==> config.mk <==
export PLATFORM = sky130hd
export DESIGN_NAME = mem_arbiter
export DESIGN_NICKNAME = d
export VERILOG_FILES = /design/src/rtl/mem_arbiter.sv
export SDC_FILE = /design/constraint.sdc
export NUM_CORES = 1
export LEC_CHECK = 0
export CAP_MARGIN = 20
export CELL_PAD_IN_SITES_DETAIL_PLACEMENT = 1
export CELL_PAD_IN_SITES_GLOBAL_PLACEMENT = 1
export CORE_AREA = 2 2 110 112
export DETAILED_ROUTE_END_ITERATION = 10
export DIE_AREA = 0 0 112 114
export DONT_BUFFER_PORTS = 1
export PLACE_DENSITY_LB_ADDON = 0.1
export SLEW_MARGIN = 20
export SYNTH_ARGS = -nofsm -noshare
export SYNTH_HDL_FRONTEND = slang
export SYNTH_SLANG_ARGS = --single-unit
export TNS_END_PERCENT = 30
==> constraint.sdc <==
create_clock -name clk -period 5.3 [get_ports clk]
set_input_delay 1.59 -clock clk [delete_from_list [all_inputs] [get_ports clk]]
set_output_delay 1.59 -clock clk [all_outputs]
set_load 0.03 [all_outputs]
==> src/rtl/mem_arbiter.sv <==
// ============================================================================
// Module   : mem_arbiter
// Brief    : Two-requester burst-fair arbiter in front of a one-cycle byte RAM.
// Revision : 1.0 - initial release
// ============================================================================
`default_nettype none

module mem_arbiter #(
  parameter int LGSZW    = 10,
  parameter int MAXBURST = 4
) (
  input  logic              clk,
  input  logic              resetn,
  input  logic              r0_rq_valid,
  output logic              r0_rq_ready,
  input  logic [31:0]       r0_rq_addr,
  input  logic              r0_rq_iswrite,
  input  logic [31:0]       r0_rq_data,
  input  logic              r0_rq_lock,
  output logic              r0_rs_valid,
  output logic [31:0]       r0_rs_data,
  input  logic              r1_rq_valid,
  output logic              r1_rq_ready,
  input  logic [31:0]       r1_rq_addr,
  input  logic              r1_rq_iswrite,
  input  logic [31:0]       r1_rq_data,
  input  logic              r1_rq_lock,
  output logic              r1_rs_valid,
  output logic [31:0]       r1_rs_data,
  output logic              ram_rq_en,
  output logic [LGSZW+1:0]  ram_addr,
  output logic              ram_write_enable,
  output logic [31:0]       ram_write,
  input  logic              ram_rs_en,
  input  logic [31:0]       ram_read,
  output logic              oob_err
);

  localparam int             CNT_W   = $clog2(MAXBURST + 1);
  localparam logic [CNT_W-1:0] MAX_CNT = CNT_W'(MAXBURST);

  logic             r_owner;
  logic [CNT_W-1:0] r_count;
  logic             r_pend;
  logic             r_who;
  logic             r_toob;
  logic             r_first;

  logic [1:0]  w_valid;
  logic [1:0]  w_lock;
  logic        w_other;
  logic        w_sel_v;
  logic        w_sel;
  logic [31:0] w_addr;
  logic [31:0] w_data;
  logic        w_iswrite;
  logic        w_oob;
  logic        w_rs_ok;
  logic [31:0] w_rs_data;

  assign w_valid = {r1_rq_valid, r0_rq_valid};
  assign w_lock  = {r1_rq_lock, r0_rq_lock};
  assign w_other = ~r_owner;

  // Owner keeps the grant while locked, under its burst limit, or uncontested.
  always_comb begin
    w_sel_v = 1'b0;
    w_sel   = r_owner;
    if (resetn) begin
      if (w_valid[r_owner] &&
          (w_lock[r_owner] || (r_count < MAX_CNT) || !w_valid[w_other])) begin
        w_sel_v = 1'b1;
        w_sel   = r_owner;
      end else if (w_valid[w_other]) begin
        w_sel_v = 1'b1;
        w_sel   = w_other;
      end
    end
  end

  assign r0_rq_ready = w_sel_v & ~w_sel;
  assign r1_rq_ready = w_sel_v &  w_sel;

  assign w_addr    = w_sel ? r1_rq_addr    : r0_rq_addr;
  assign w_data    = w_sel ? r1_rq_data    : r0_rq_data;
  assign w_iswrite = w_sel ? r1_rq_iswrite : r0_rq_iswrite;
  assign w_oob     = (w_addr >> (LGSZW + 2)) != 32'd0;

  assign ram_rq_en        = w_sel_v & ~w_oob;
  assign ram_addr         = w_addr[LGSZW+1:0];
  assign ram_write_enable = w_sel_v & ~w_oob & w_iswrite;
  assign ram_write        = w_data;

  always_ff @(posedge clk or negedge resetn) begin
    if (!resetn) begin
      r_owner <= 1'b0;
      r_count <= '0;
      r_pend  <= 1'b0;
      r_who   <= 1'b0;
      r_toob  <= 1'b0;
      r_first <= 1'b1;
      oob_err <= 1'b0;
    end else begin
      r_first <= 1'b0;
      r_pend  <= w_sel_v;
      r_who   <= w_sel;
      r_toob  <= w_oob;
      if (w_sel_v) begin
        if (w_sel == r_owner) begin
          r_count <= (r_count == MAX_CNT) ? r_count : r_count + 1'b1;
        end else begin
          r_owner <= w_sel;
          r_count <= CNT_W'(1);
        end
        if (w_oob) begin
          oob_err <= 1'b1;
        end
      end else begin
        r_count <= '0;
      end
    end
  end

  // Out-of-range accesses never touch the RAM, so they answer on the tag alone.
  assign w_rs_ok   = r_pend & (r_toob | ram_rs_en);
  assign w_rs_data = r_toob ? 32'h0 : ram_read;

  assign r0_rs_valid = w_rs_ok & ~r_who;
  assign r1_rs_valid = w_rs_ok &  r_who;
  assign r0_rs_data  = r0_rs_valid ? w_rs_data : 32'h0;
  assign r1_rs_data  = r1_rs_valid ? w_rs_data : 32'h0;

  // A stray response in the first cycle after reset release is silently dropped.
  a_no_stray_rsp: assert property (@(posedge clk) disable iff (!resetn)
    ram_rs_en |-> (r_pend || r_first))
    else $error("mem_arbiter: ram_rs_en with no pending request");

  a_rsp_missing: assert property (@(posedge clk) disable iff (!resetn)
    (r_pend && !r_toob) |-> ram_rs_en)
    else $error("mem_arbiter: pending RAM request got no ram_rs_en");

endmodule

`default_nettype wire

Word-level counts from Yosys, hierarchy flattened
Cells that the tools add are included.

Output and inout port bits: 115. Logic and storage cells: 54. Input bits: 169. Register bits: 8.

$lt $le $gt $ge: 3. Reductions and logical operators: 7. Add/subtract/negate cells: 1. Mux-type cells: 21. Bitwise operators: 13. Eq/ne operators: 3.

Operators by type and width (number): 32-bit 2-to-1 mux (5); 32-bit nonzero test (1); 1-bit 2-to-1 mux (13); 3-bit 2-to-1 mux (3); 1-bit AND (7); 1-bit inverter (5); 1-bit by 2-bit less-than comparator with 1-bit output (second input constant) (2); 2-bit AND reduction (2); 3-bit by 1-bit adder with 3-bit output (second input constant) (1); 3-bit equality test (second input constant) (1); 3-bit less-than comparator (second input constant) (1); 3-bit inequality test (second input constant) (1); 1-bit logical OR (2); 1-bit equality test (1); 1-bit logical AND (1); 1-bit logical NOT (1); 1-bit bitwise OR (1).

Logic depth before layout (Yosys ltp)
Word-level depth: 13. Mapped depth: 8. Gate-level depth less buffers: 6.

Least setup slack after synthesis
No wires, ideal clock.

Path type: input to output. From: input port r0_rq_lock. To: output port ram_write_enable. Required time: 3.710 ns. Cell stages on the path: 7. Buffers on the path: 1. Path slack: 0.948 ns. Arrival time: 2.762 ns. Cells stage by stage: nand2b_1 -> a21oi_2 -> o21bai_4 -> inv_2 -> buf_6 -> nand3_1 -> a21oi_1.

Word-level cells in the longest chain between the ends: 12. Elaborated cells on any way between the ends: 15. Classes of those cells: 8 x mux; 3 x bitwise; 4 x reduce/logical.

Ends and longest elaborated chain: start, declared (line 19) `input logic r0_rq_lock,`; 1-bit 2-to-1 mux (implied by the code) * (2 in series) (line 71) `(w_lock[r_owner] || (r_count < MAX_CNT) || !w_valid[w_other])) begin`; 1-bit logical OR * (2 in series) (line 71); 1-bit logical AND * (line 70) `if (w_valid[r_owner] &&`; 1-bit 2-to-1 mux (line 70); 1-bit 2-to-1 mux (line 69) `if (resetn) begin`; 32-bit 2-to-1 mux (line 84) `assign w_addr = w_sel ? r1_rq_addr : r0_rq_addr;`; 32-bit nonzero test (line 87) `assign w_oob = (w_addr >> (LGSZW + 2)) != 32'd0;`; 1-bit inverter (line 91) `assign ram_write_enable = w_sel_v & ~w_oob & w_iswrite;`; 1-bit AND (line 91); 1-bit AND * (line 91); end, declared (line 32) `output logic ram_write_enable,`.

Every way passes the cells marked *; elsewhere a longest branch is shown, timed or not. The select of a mux whose other input is x is not followed.

Worst setup path after layout
From: input port r1_rq_lock. To: output port ram_addr[7].

Word-level cells in the longest chain between the ends: 8.

Ends and longest elaborated chain: start, declared (line 27) `input logic r1_rq_lock,`; 1-bit 2-to-1 mux (implied by the code) (2 in series) (line 71); 1-bit logical OR (2 in series) (line 71); 1-bit logical AND (line 70); 1-bit 2-to-1 mux (line 70); 1-bit 2-to-1 mux (line 69); 32-bit 2-to-1 mux (line 84); end, declared (line 31) `output logic [LGSZW+1:0] ram_addr,`.

Every way passes these cells. The select of a mux whose other input is x is not followed.

==> qor.txt <==
Final ANT Viol Nets: 0
Post-synth EDFFs: 0
Standard-cell rows: 40
Syn Area/Cell: 5.14 um^2
Share of cells above drive strength 1: 5.02%
Final WS setup: 784 ps
Clk sinks: 8
Sequential fraction of the synthesis area: 12.6%
VDD IR-drop max: 120 uV
Initial Util: 13.6%
Worst Tran Pin Value: 768 ps
Hold Crit Class: register to register
Area Overhead vs Synth: 11.7%
CTS clk-pin slew, worst paths: 40 ps
Post-cts resize count: 0
DRT Wirelength: 6740 um
# Post-CTS Setup Buffers: 0
Number of buffers created by CTS: 3
Pwr dens: 313 nW/um^2
I/O Pins: 284
Register bit total from synthesis: 8
FMAX: 221 MHz
Period utilisation layout: 85.2%
Grt ovf: 0
CP cell instances: nand2b_1 > a21oi_2 > o21bai_4 > buf_4 > nand2_1 > nand2_1
DP Worst Slack: 761 ps
Worst EP required: 3710 ps
Setup TNS Final: 0 ps
Final Slew Violations: 0
Via count: 1,953
CP top delay family: simple AND/OR/NAND/NOR gates
Gpl congestion: 0.712
CP peak stage delay: 410 ps
Asr flop ratio synth: 100%
Design Area, Final: 1780 um^2
Number of antenna diodes: 0
Vias in the first global route: 1,782
Chip height: 114 um
Fill cells: 1,522
Synth cell types: 25
Post-Syn Instances: 310
Total global-route track usage: 8.55%
I/O Buffers: 0
Setup CP Type: primary input to output port
Main synth FF type: dfrtp_1
Fin. Hold Viols: 0
RSZ-0062 raised after global routing: false
Final setup violation count: 0
Die ar.: 12,800 um^2
Post-DP Area: 1710 um^2
Synth Net Count: 481
Max-cap violations: 0
Iteration-0 DRC Markers: 34
Die Wd: 112 um
WP buf/inv: 1
Routed WL per cell: 15.1 um
CTS tree: built
Largest net degree at the start of global routing: 42
Mapped Area: 1590 um^2
Worst-path fanout max: 36
Min cycle time layout: 4520 ps
CTS Hold Bufs: 0
Drt pass-1 iters: 4
Slew Limit Headroom: 48.8%
Lkg Pwr: 0.000761 uW
Most used cell, CP: nand2_1
Skew-Pair Late Insertion Delay: 230 ps
H-Tree Level Count: 1
Startpoint type of the worst setup path: primary input
Layout Skew: 0.832 ps
Bufs on Longest Clock Path: 2
DRC: 0
Post-DP HPWL: 5660 um
Layout Nets: 472
Outcome: finished clean
Yosys warnings: 0
Core Area: 11,700 um^2
CP Capture Type: output port
Critical Path AT: 2930 ps
Global-route wire length before repair: 9080 um
Root buf cell: clkbuf_16
Slowest cell on crit path: buf_4
Vias/cell: 4.38
Initial antenna violation count: 0
==> cell usage after synthesis (2+ instances only) <==
library cell	instances	area share, %
ha_1	2	1.6
inv_1	7	1.6
buf_4	3	1.4
clkbuf_1	7	1.6
buf_2	5	1.6
nand2_1	137	32
nand2b_1	34	13
buf_6	5	3.5
a21oi_1	3	0.94
dfrtp_1	8	13
o21ai_0	3	0.94
nor2_1	69	16
a21oi_2	2	1.1
nand3_1	5	1.6
nor4_1	10	3.9
==> worst reg2reg max path, delay by kind of cell (launching register included) <==
kind	cells	cell delay [ps]
multiplexers	1	350
flip-flops	1	420
AND/OR/NAND/NOR	1	110
AO/OA/AOI/OAI	3	550
==> flip-flops by register name (all words and copies together) (netlist names) <==
name     flops
r_count      3
oob_err      1
r_owner      1
r_pend       1
r_toob       1
r_who        1
==> cells by family (layout without fill, tap and decap cells) <==
| family | count (synthesis) | in the layout | synth area share [%] |
|---|---|---|---|
| AND/OR/NAND/NOR | 258 | 258 | 68.6 |
| flip-flops | 8 | 8 | 12.6 |
| AO/OA/AOI/OAI | 12 | 12 | 5.81 |
| XOR/XNOR | 1 | 1 | 0.550 |
| multiplexers | 1 | 1 | 0.863 |
| adder cells (fa/ha/maj) | 2 | 2 | 1.57 |
| buffers and inverters | 28 | 17 | 10.0 |
==> final cells by class <==
type                            count  area (um^2)  area share [%]
Clock buffer                        3         75.1            4.22
Sequential cell                     8          200            11.2
Inverter                            8         30.0            1.69
Multi-Input combinational cell    274         1230            69.3
Tap cell                          147          184            10.3
Timing Repair Buffer                6         57.6            3.23
==> worst paths after layout <==
check                      cells past startpoint        from           to  slack [ps]
max                                            6  r1_rq_lock  ram_addr[7]         780
min                                            2  r_count[0]   r_count[0]         620
max reg2reg                                    5  r_count[2]      oob_err        3800
min reg2reg                                    2  r_count[0]   r_count[0]         620
max in group asynchronous                      0      resetn      r_owner        4170
min in group asynchronous                      0      resetn   r_count[2]        1060
==> routing by layer <==
layer | vias up | GRT usage [%] | wire [um]
li1 | 930 | - | -
met5 | - | 0 | 0
met4 | 0 | 0.732 | 0
met1 | 883 | 9.99 | 2510
met2 | 140 | 16.6 | 3610
met3 | 0 | 1.81 | 628
==> layout by cell type, fill, tap and decap left out, types with 3 or more instances in the layout <==
master,Yosys,layout
inv_1,7,7
a21oi_1,3,3
nand2_1,137,137
o21ai_0,3,3
clkbuf_16,0,3
buf_4,3,5
nand3_1,5,5
nand2b_1,34,34
nor4_1,10,10
dfrtp_1,8,8
nor2_1,69,69
==> where the power goes <==
group	switching, uW	internal, uW	leakage, uW
Combinational	301	59.6	0.000632
Clock	27.3	97.1	0.0000370
Sequential	4.94	67.2	0.0000922
==> metrics by stage <==
stage | utilization (%) | instances | hold slack [ps] | total power, uW
3_5_place_dp | 14.6 | 443 | 617 | 440
6_report | 15.2 | 446 | 620 | 557
5_1_grt | 15.2 | 446 | 670 | 595
3_3_place_gp | 14.6 | 443 | 618 | 440
4_1_cts | 15.2 | 446 | 629 | 567
2_1_floorplan | - | 310 | 573 | 412
(Power assumes the default switching activity.)
